===== src/rtl/rv_pkg.sv =====
// rv_pkg
//   Shared constants and types for the unified memory port arbiter.
//   XLEN        : default data width of memory and requester buses
//   arb_state_e : arbiter FSM state encoding
//   MEM_BE_ALL  : full-word byte-enable mask used for instruction fetches
package rv_pkg;

  localparam int XLEN = 32;

  typedef enum logic [1:0] {
    ARB_IDLE   = 2'd0,
    ARB_BUSY_I = 2'd1,
    ARB_BUSY_D = 2'd2
  } arb_state_e;

  localparam logic [XLEN/8-1:0] MEM_BE_ALL = '1;

endpackage


===== src/rtl/mem_arb_watchdog.sv =====
// mem_arb_watchdog
//   Counts BUSY cycles that pass without a memory handshake and flags the
//   cycle in which the configured limit is reached.
//   Only instantiated when MEM_ARB_TIMEOUT_EN is defined.
// Ports:
//   clk, rst  : clock, synchronous active-high reset
//   start     : arbiter is granting a request this cycle (clears the count)
//   busy      : arbiter is in a BUSY state
//   ready     : memory handshake this cycle
//   expire    : limit reached in this BUSY cycle without ready
module mem_arb_watchdog #(
  parameter int TIMEOUT_CYCLES = 255,
  parameter int CNT_W          = 16
) (
  input  logic clk,
  input  logic rst,
  input  logic start,
  input  logic busy,
  input  logic ready,
  output logic expire
);

  logic [CNT_W-1:0] cnt_q, cnt_d;

  always_comb begin
    cnt_d = cnt_q;
    if (start) begin
      cnt_d = '0;
    end else if (busy && !ready) begin
      cnt_d = cnt_q + 1'b1;
    end
  end

  always_ff @(posedge clk) begin
    if (rst) begin
      cnt_q <= '0;
    end else begin
      cnt_q <= cnt_d;
    end
  end

  // cnt_q holds the number of BUSY cycles already completed without ready,
  // so the limit is hit during the TIMEOUT_CYCLES-th such cycle.
  assign expire = busy && !ready && (cnt_q == CNT_W'(TIMEOUT_CYCLES - 1));

endmodule


===== src/rtl/mem_port_arbiter.sv =====
// mem_port_arbiter
//   Shares one single-port memory between instruction fetch (IF) and the
//   data stage (MEM). Data has fixed priority. The memory-side request is
//   latched and held until mem_ready; read data is registered and returned
//   to the owning stage with a one-cycle valid pulse.
//   Optional watchdog: define MEM_ARB_TIMEOUT_EN.
// Ports:
//   clk, rst                       : clock, synchronous active-high reset
//   if_req/if_addr/if_flush        : fetch request, address, pc redirect
//   if_valid/if_rdata/if_stall     : fetch response pulse, data, stall
//   d_req/d_we/d_addr/d_wdata/d_be : data request fields
//   d_valid/d_rdata/d_stall        : data response pulse, load data, stall
//   mem_req/we/addr/wdata/be       : latched memory request
//   mem_ready/mem_rdata            : memory handshake and read data
//   err_timeout                    : sticky watchdog error
module mem_port_arbiter #(
  parameter int XLEN           = rv_pkg::XLEN,
  parameter int ADDR_W         = 32,
  parameter int TIMEOUT_CYCLES = 255
) (
  input  logic              clk,
  input  logic              rst,
  input  logic              if_req,
  input  logic [ADDR_W-1:0] if_addr,
  input  logic              if_flush,
  output logic              if_valid,
  output logic [XLEN-1:0]   if_rdata,
  output logic              if_stall,
  input  logic              d_req,
  input  logic              d_we,
  input  logic [ADDR_W-1:0] d_addr,
  input  logic [XLEN-1:0]   d_wdata,
  input  logic [XLEN/8-1:0] d_be,
  output logic              d_valid,
  output logic [XLEN-1:0]   d_rdata,
  output logic              d_stall,
  output logic              mem_req,
  output logic              mem_we,
  output logic [ADDR_W-1:0] mem_addr,
  output logic [XLEN-1:0]   mem_wdata,
  output logic [XLEN/8-1:0] mem_be,
  input  logic              mem_ready,
  input  logic [XLEN-1:0]   mem_rdata,
  output logic              err_timeout
);

  import rv_pkg::*;

  arb_state_e        state_q, state_d;
  logic              mem_req_q, mem_req_d;
  logic              mem_we_q, mem_we_d;
  logic [ADDR_W-1:0] mem_addr_q, mem_addr_d;
  logic [XLEN-1:0]   mem_wdata_q, mem_wdata_d;
  logic [XLEN/8-1:0] mem_be_q, mem_be_d;
  logic              if_valid_q, if_valid_d;
  logic              d_valid_q, d_valid_d;
  logic [XLEN-1:0]   if_rdata_q, if_rdata_d;
  logic [XLEN-1:0]   d_rdata_q, d_rdata_d;
  logic              discard_q, discard_d;
  logic              err_q, err_d;
  logic              expire;

`ifdef MEM_ARB_TIMEOUT_EN
  logic wd_start;
  logic wd_busy;

  assign wd_start = (state_q == ARB_IDLE) && (state_d != ARB_IDLE);
  assign wd_busy  = (state_q != ARB_IDLE);

  mem_arb_watchdog #(
    .TIMEOUT_CYCLES(TIMEOUT_CYCLES)
  ) u_watchdog (
    .clk   (clk),
    .rst   (rst),
    .start (wd_start),
    .busy  (wd_busy),
    .ready (mem_ready),
    .expire(expire)
  );
`else
  // No watchdog: the comparison is constant false for any legal limit.
  assign expire = (TIMEOUT_CYCLES < 0);
`endif

  always_comb begin
    state_d     = state_q;
    mem_req_d   = mem_req_q;
    mem_we_d    = mem_we_q;
    mem_addr_d  = mem_addr_q;
    mem_wdata_d = mem_wdata_q;
    mem_be_d    = mem_be_q;
    if_rdata_d  = if_rdata_q;
    d_rdata_d   = d_rdata_q;
    discard_d   = discard_q;
    err_d       = err_q;
    if_valid_d  = 1'b0;
    d_valid_d   = 1'b0;

    unique case (state_q)
      ARB_IDLE: begin
        discard_d = 1'b0;
        if (d_req) begin
          state_d     = ARB_BUSY_D;
          mem_req_d   = 1'b1;
          mem_we_d    = d_we;
          mem_addr_d  = d_addr;
          mem_wdata_d = d_wdata;
          mem_be_d    = d_be;
        end else if (if_req && !if_flush) begin
          state_d    = ARB_BUSY_I;
          mem_req_d  = 1'b1;
          mem_we_d   = 1'b0;
          mem_addr_d = if_addr;
          mem_be_d   = (XLEN/8)'(MEM_BE_ALL);
        end
      end

      ARB_BUSY_I: begin
        if (mem_ready || expire) begin
          state_d   = ARB_IDLE;
          mem_req_d = 1'b0;
          discard_d = 1'b0;
          // A redirect seen earlier or in this very cycle drops the result.
          if (!discard_q && !if_flush) begin
            if_valid_d = 1'b1;
            if_rdata_d = mem_ready ? mem_rdata : '0;
          end
          if (!mem_ready) begin
            err_d = 1'b1;
          end
        end else if (if_flush) begin
          discard_d = 1'b1;
        end
      end

      ARB_BUSY_D: begin
        if (mem_ready || expire) begin
          state_d   = ARB_IDLE;
          mem_req_d = 1'b0;
          d_valid_d = 1'b1;
          d_rdata_d = mem_ready ? mem_rdata : '0;
          if (!mem_ready) begin
            err_d = 1'b1;
          end
        end
      end

      default: begin
        state_d   = ARB_IDLE;
        mem_req_d = 1'b0;
      end
    endcase
  end

  always_ff @(posedge clk) begin
    if (rst) begin
      state_q     <= ARB_IDLE;
      mem_req_q   <= 1'b0;
      mem_we_q    <= 1'b0;
      mem_addr_q  <= '0;
      mem_wdata_q <= '0;
      mem_be_q    <= '0;
      if_valid_q  <= 1'b0;
      d_valid_q   <= 1'b0;
      if_rdata_q  <= '0;
      d_rdata_q   <= '0;
      discard_q   <= 1'b0;
      err_q       <= 1'b0;
    end else begin
      state_q     <= state_d;
      mem_req_q   <= mem_req_d;
      mem_we_q    <= mem_we_d;
      mem_addr_q  <= mem_addr_d;
      mem_wdata_q <= mem_wdata_d;
      mem_be_q    <= mem_be_d;
      if_valid_q  <= if_valid_d;
      d_valid_q   <= d_valid_d;
      if_rdata_q  <= if_rdata_d;
      d_rdata_q   <= d_rdata_d;
      discard_q   <= discard_d;
      err_q       <= err_d;
    end
  end

  assign mem_req     = mem_req_q;
  assign mem_we      = mem_we_q;
  assign mem_addr    = mem_addr_q;
  assign mem_wdata   = mem_wdata_q;
  assign mem_be      = mem_be_q;
  assign if_valid    = if_valid_q;
  assign if_rdata    = if_rdata_q;
  assign d_valid     = d_valid_q;
  assign d_rdata     = d_rdata_q;
  assign err_timeout = err_q;

  assign if_stall = if_req & ~if_valid_q;
  assign d_stall  = d_req & ~d_valid_q;

endmodule

===== config.mk =====
export PLATFORM = sky130hd
export DESIGN_NAME = mem_port_arbiter
export DESIGN_NICKNAME = d
export VERILOG_FILES = /design/src/rtl/rv_pkg.sv /design/src/rtl/mem_arb_watchdog.sv /design/src/rtl/mem_port_arbiter.sv
export SDC_FILE = /design/constraint.sdc
export NUM_CORES = 1
export LEC_CHECK = 0
export ABC_AREA = 1
export BUFFER_PORTS_ARGS = -buffer_cell sky130_fd_sc_hd__clkbuf_2
export CORE_UTILIZATION = 45
export DETAILED_ROUTE_END_ITERATION = 7
export HOLD_SLACK_MARGIN = 0.02
export PLACE_DENSITY_LB_ADDON = 0.05
export RECOVER_POWER = 100
export SLEW_MARGIN = 5
export SYNTH_ARGS = -nofsm -noshare
export SYNTH_HDL_FRONTEND = slang
export SYNTH_HIERARCHICAL = 1
export SYNTH_SLANG_ARGS = --single-unit

===== constraint.sdc =====
create_clock -name clk -period 1.67 [get_ports clk]
set_input_delay 0.501 -clock clk [delete_from_list [all_inputs] [get_ports clk]]
set_output_delay 0.501 -clock clk [all_outputs]
set_load 0.005 [all_outputs]

Word level (Yosys, flattened, before mapping)
Cells that the tools add are included.
Storage, ports and cells
  register bits after elaboration: 139
  input port bits: 139
  output and inout bits: 139
  word-level logic and storage cells: 58
Cells by class
  eq/ne operators: 5
  muxes and demuxes: 19
  bitwise gates (word level): 7
  reduce and logical (&&, ||, !) cells: 16
Operator list (count)
  32-bit 2-to-1 mux: 2
  2-bit AND reduction: 5
  1-bit 2-to-1 mux: 9
  4-bit 2-to-1 mux: 2
  2-bit 2-to-1 mux: 3
  3-bit inequality test, second input constant: 2
  1-bit NOT: 5
  1-bit one-hot mux with 2 select lines: 2
  2-bit one-hot mux with 2 select lines: 1
  2-bit nonzero test: 2
  2-bit OR reduction: 2
  3-bit AND reduction: 1
  3-bit OR reduction: 1
  1-bit AND: 2
  2-bit by 1-bit equality test with 1-bit output, second input constant: 1
  2-bit equality test, second input constant: 1
  1-bit logical AND: 2
  1-bit logical NOT: 2
  2-bit logical NOT: 1
  2-bit by 1-bit inequality test with 1-bit output, second input constant: 1

Logic depth before layout (Yosys ltp)
  word-level depth: 5
  gate-level depth with buffers: 9
  gate-level depth less buffers: 8

Worst setup path after synthesis
No wires, ideal clock.
  path kind: input-to-output
  start: input port d_req
  end: output port d_stall
  data arrival time: 0.937 ns
  required time: 1.169 ns
  path slack: 0.232 ns
  stages: 4
  buffers on the path: 2
  cells stage by stage: buf_6 inv_8 buf_4 nor2_1
Between the ends
  word-level cells in the longest chain between the ends: 1
RTL lines
  start, declared: RTL line mem_port_arbiter.sv:29  | input logic d_req,
  1-bit AND: RTL line mem_port_arbiter.sv:197  | assign d_stall = d_req & ~d_valid_q;
  end, declared: RTL line mem_port_arbiter.sv:36  | output logic d_stall,
No other way between the ends.

Final worst setup path
Ends and elaborated chain as after synthesis.

==> metrics.txt <==
status finished with violations; failing checks DRC; max-cap violations 0; peak supply drop slightly above 0.6 mV; DRC 17; vias per inst roughly 5; P per Cell Area roughly 1200 nW/um2; Layout area overhead 35.2%; CTS root buffer clkbuf_16; Layout Nets 1129; Final WS setup 0.0831 ns; RSZ-0062 raised after global routing false; Fmax 630 MHz; min cycle time layout roughly 1.6 ns; post-synthesis cell type with the largest combined area dfxtp_1; iteration count of the initial detailed-routing pass 7; Mapped Area about 5400 um2; Layout fillers approximately 1100; TritonCTS buffer count 17; Post-Synthesis Net Count 870; HP Class in2reg; share of layout cells above drive strength 1 0.238; internal power ~0.0066 W; clock slew at reported path FFs about 0.05 ns; CP max FO 22; CTS Sinks 139; switching pwr between 0.002 and 0.0025 W; most area-consuming cells after synthesis dfxtp_1, nor2_1, nand2_1, o21ai_0, a21oi_1; global-route wire length before repair 24.5 mm; Arrival @ worst endpoint 1.09 ns; Die ar. 12500 um2; clock power share 0.421; DRT antenna net count 0; register share of total power 0.423; top-count cell post-synth nor2_1; fin area around 7300 um2; Detailed Route Iter0 Violations about 310; Post-Syn Instances 728; Gate power share 0.155; Main synth FF type dfxtp_1; diode count 0; H-tree levels 4; core area approximately 12000 um2; CTS tree built; CP Capture Type output pin; pre-CTS setup slack slightly below 0.09 ns; deepest clock path buffer count 2; Final Hold Viols 0; Synth Register Bits 139; via count roughly 5600; std cell rows 39; Wirelength per Cell between 10 and 15 um; HPWL after DPL 10.9 mm; total grt overflow 0; critical path type in2out; Final Cycle Share 0.950; synth warn 6; Worst Path Required ~1.2 ns; Total Routed Length 15.4 mm; Commonest cells post-synth nor2_1, dfxtp_1, nand2_1; dpl cell area 6840 um2; worst-path cell chain clkbuf_2, inv_6, nor2_1, clkbuf_2; vias in the first global route roughly 5300; post-CTS setup buffers 0; share of flip-flops with an asynchronous set or reset 0; global-route total usage across every layer 0.248; initial antenna violation count 0; syn_area_per_cell ~7.4 um2; number of enable flip-flop cells after synthesis 0; die height around 110 um; CP max-delay cell clkbuf_2; maximum number of pins on one net before global-route repair about 40; crit start category primary input; Crit path largest cell delay around 0.19 ns; hold-fix buffer count after cts 0; setup total negative slack 0 ns; final setup skew between 0.007 and 0.008 ns; IO Port Bufs about 280; Finish-stage setup viols 0; Skew-Pair Late Insertion Delay around 0.42 ns; starting density of the core 0.468; Yosys top cell area share 0.515; Synth cell types 21; die width around 110 um; Sw Ratio 0.256; Ports about 280; most used cell, CP clkbuf_2; Seq/Total Area, Yosys 0.515; Leak roughly 3.4 nW; Final Slew Violations 0; routability cong. around 0.8
worst max-delay path: cells and delay by family:
family / cells / cell delay [ns]
and+or+nand+nor: 1 / 0.13
buffers and inverters: 3 / 0.45
per-stage QoR:
stage / hold slack [ns] / power (W) / instances / util
floorplan: 0.445 / 0.00463 / 728 / -
global placement: 0.433 / 0.00520 / 1111 / 0.591
detailed placement: 0.438 / 0.00525 / 1111 / 0.591
CTS: 0.314 / 0.00896 / 1142 / 0.642
global route: 0.327 / 0.00928 / 1142 / 0.632
finish: 0.328 / 0.00886 / 1142 / 0.632
layout by cell type (no fill, tap or decap), drive strengths merged:
cell      instances
clkbuf          300
a21oi            41
clkinv            2
nand2           143
nor4              1
clkinvlp          2
bufinv            3
o21ai           100
dfxtp           139
conb              1
nand3            35
ha                3
nor2            199
inv              16
buf              14
flip-flops by register name, indices dropped and copies added (netlist names), 2 cells and up:
signal,flops
d_rdata,32
if_rdata,32
mem_addr,32
mem_wdata,32
mem_be,4
state_q,2
metal layers:
metal  part of all wire  wire length (um)  track usage  vias to the layer above
li1                   -                 -            -                     2843
met1               0.40              6080        0.266                     2523
met2               0.49              7450        0.432                      207
met3              0.084              1300       0.0871                       38
met4              0.034               521        0.124                        0
met5                  0                 0            0                        -
area by class of cell:
class / instances / area [um2] / area share
Timing Repair Buffer: 290 / 1440 / 0.197
Clock buffer: 24 / 472 / 0.0645
Multi-Input combinational cell: 523 / 2250 / 0.308
Sequential cell: 139 / 2780 / 0.381
Inverter: 16 / 67.6 / 0.00924
Tap cell: 143 / 179 / 0.0245
Clock inverter: 7 / 115 / 0.0157
power groups by stage:
stage                     logic (W)  registers (W)  clock network [W]
after floorplan            0.000791        0.00383                  0
after global placement      0.00140        0.00381                  0
after detailed placement    0.00143        0.00382                  0
after CTS                   0.00143        0.00375            0.00377
after global routing        0.00155        0.00378            0.00394
final                       0.00138        0.00375            0.00373
logic make-up (layout without fill, tap and decap cells):
group	after synthesis	count (layout)	share of synthesized area
buffers and inverters	66	337	0.0680
adder cells (fa/ha/maj)	3	3	0.00694
flip-flops	139	139	0.515
AND/OR/NAND/NOR	378	378	0.279
other	1	1	0.000693
AO/OA/AOI/OAI	141	141	0.130
path summary, 6_finish.rpt:
| path | from | endpoint | slack, ns | cells after the start |
|---|---|---|---|---|
| max | d_req | d_stall | 0.08 | 4 |
| min | d_we | mem_we | 0.33 | 3 |
| max reg2reg | state_q[0] | mem_wdata[4] | 0.12 | 7 |
| min reg2reg | mem_be[0] | mem_be[0] | 0.44 | 2 |
repair_timing:
| action | in CTS | in global routing |
|---|---|---|
| resized for setup | 0 | 2 |
| hold endpoints to repair | 0 | 0 |
| endpoints found under the setup margin | 0 | 3 |
No activity file was read; power rests on OpenSTA's default activity.
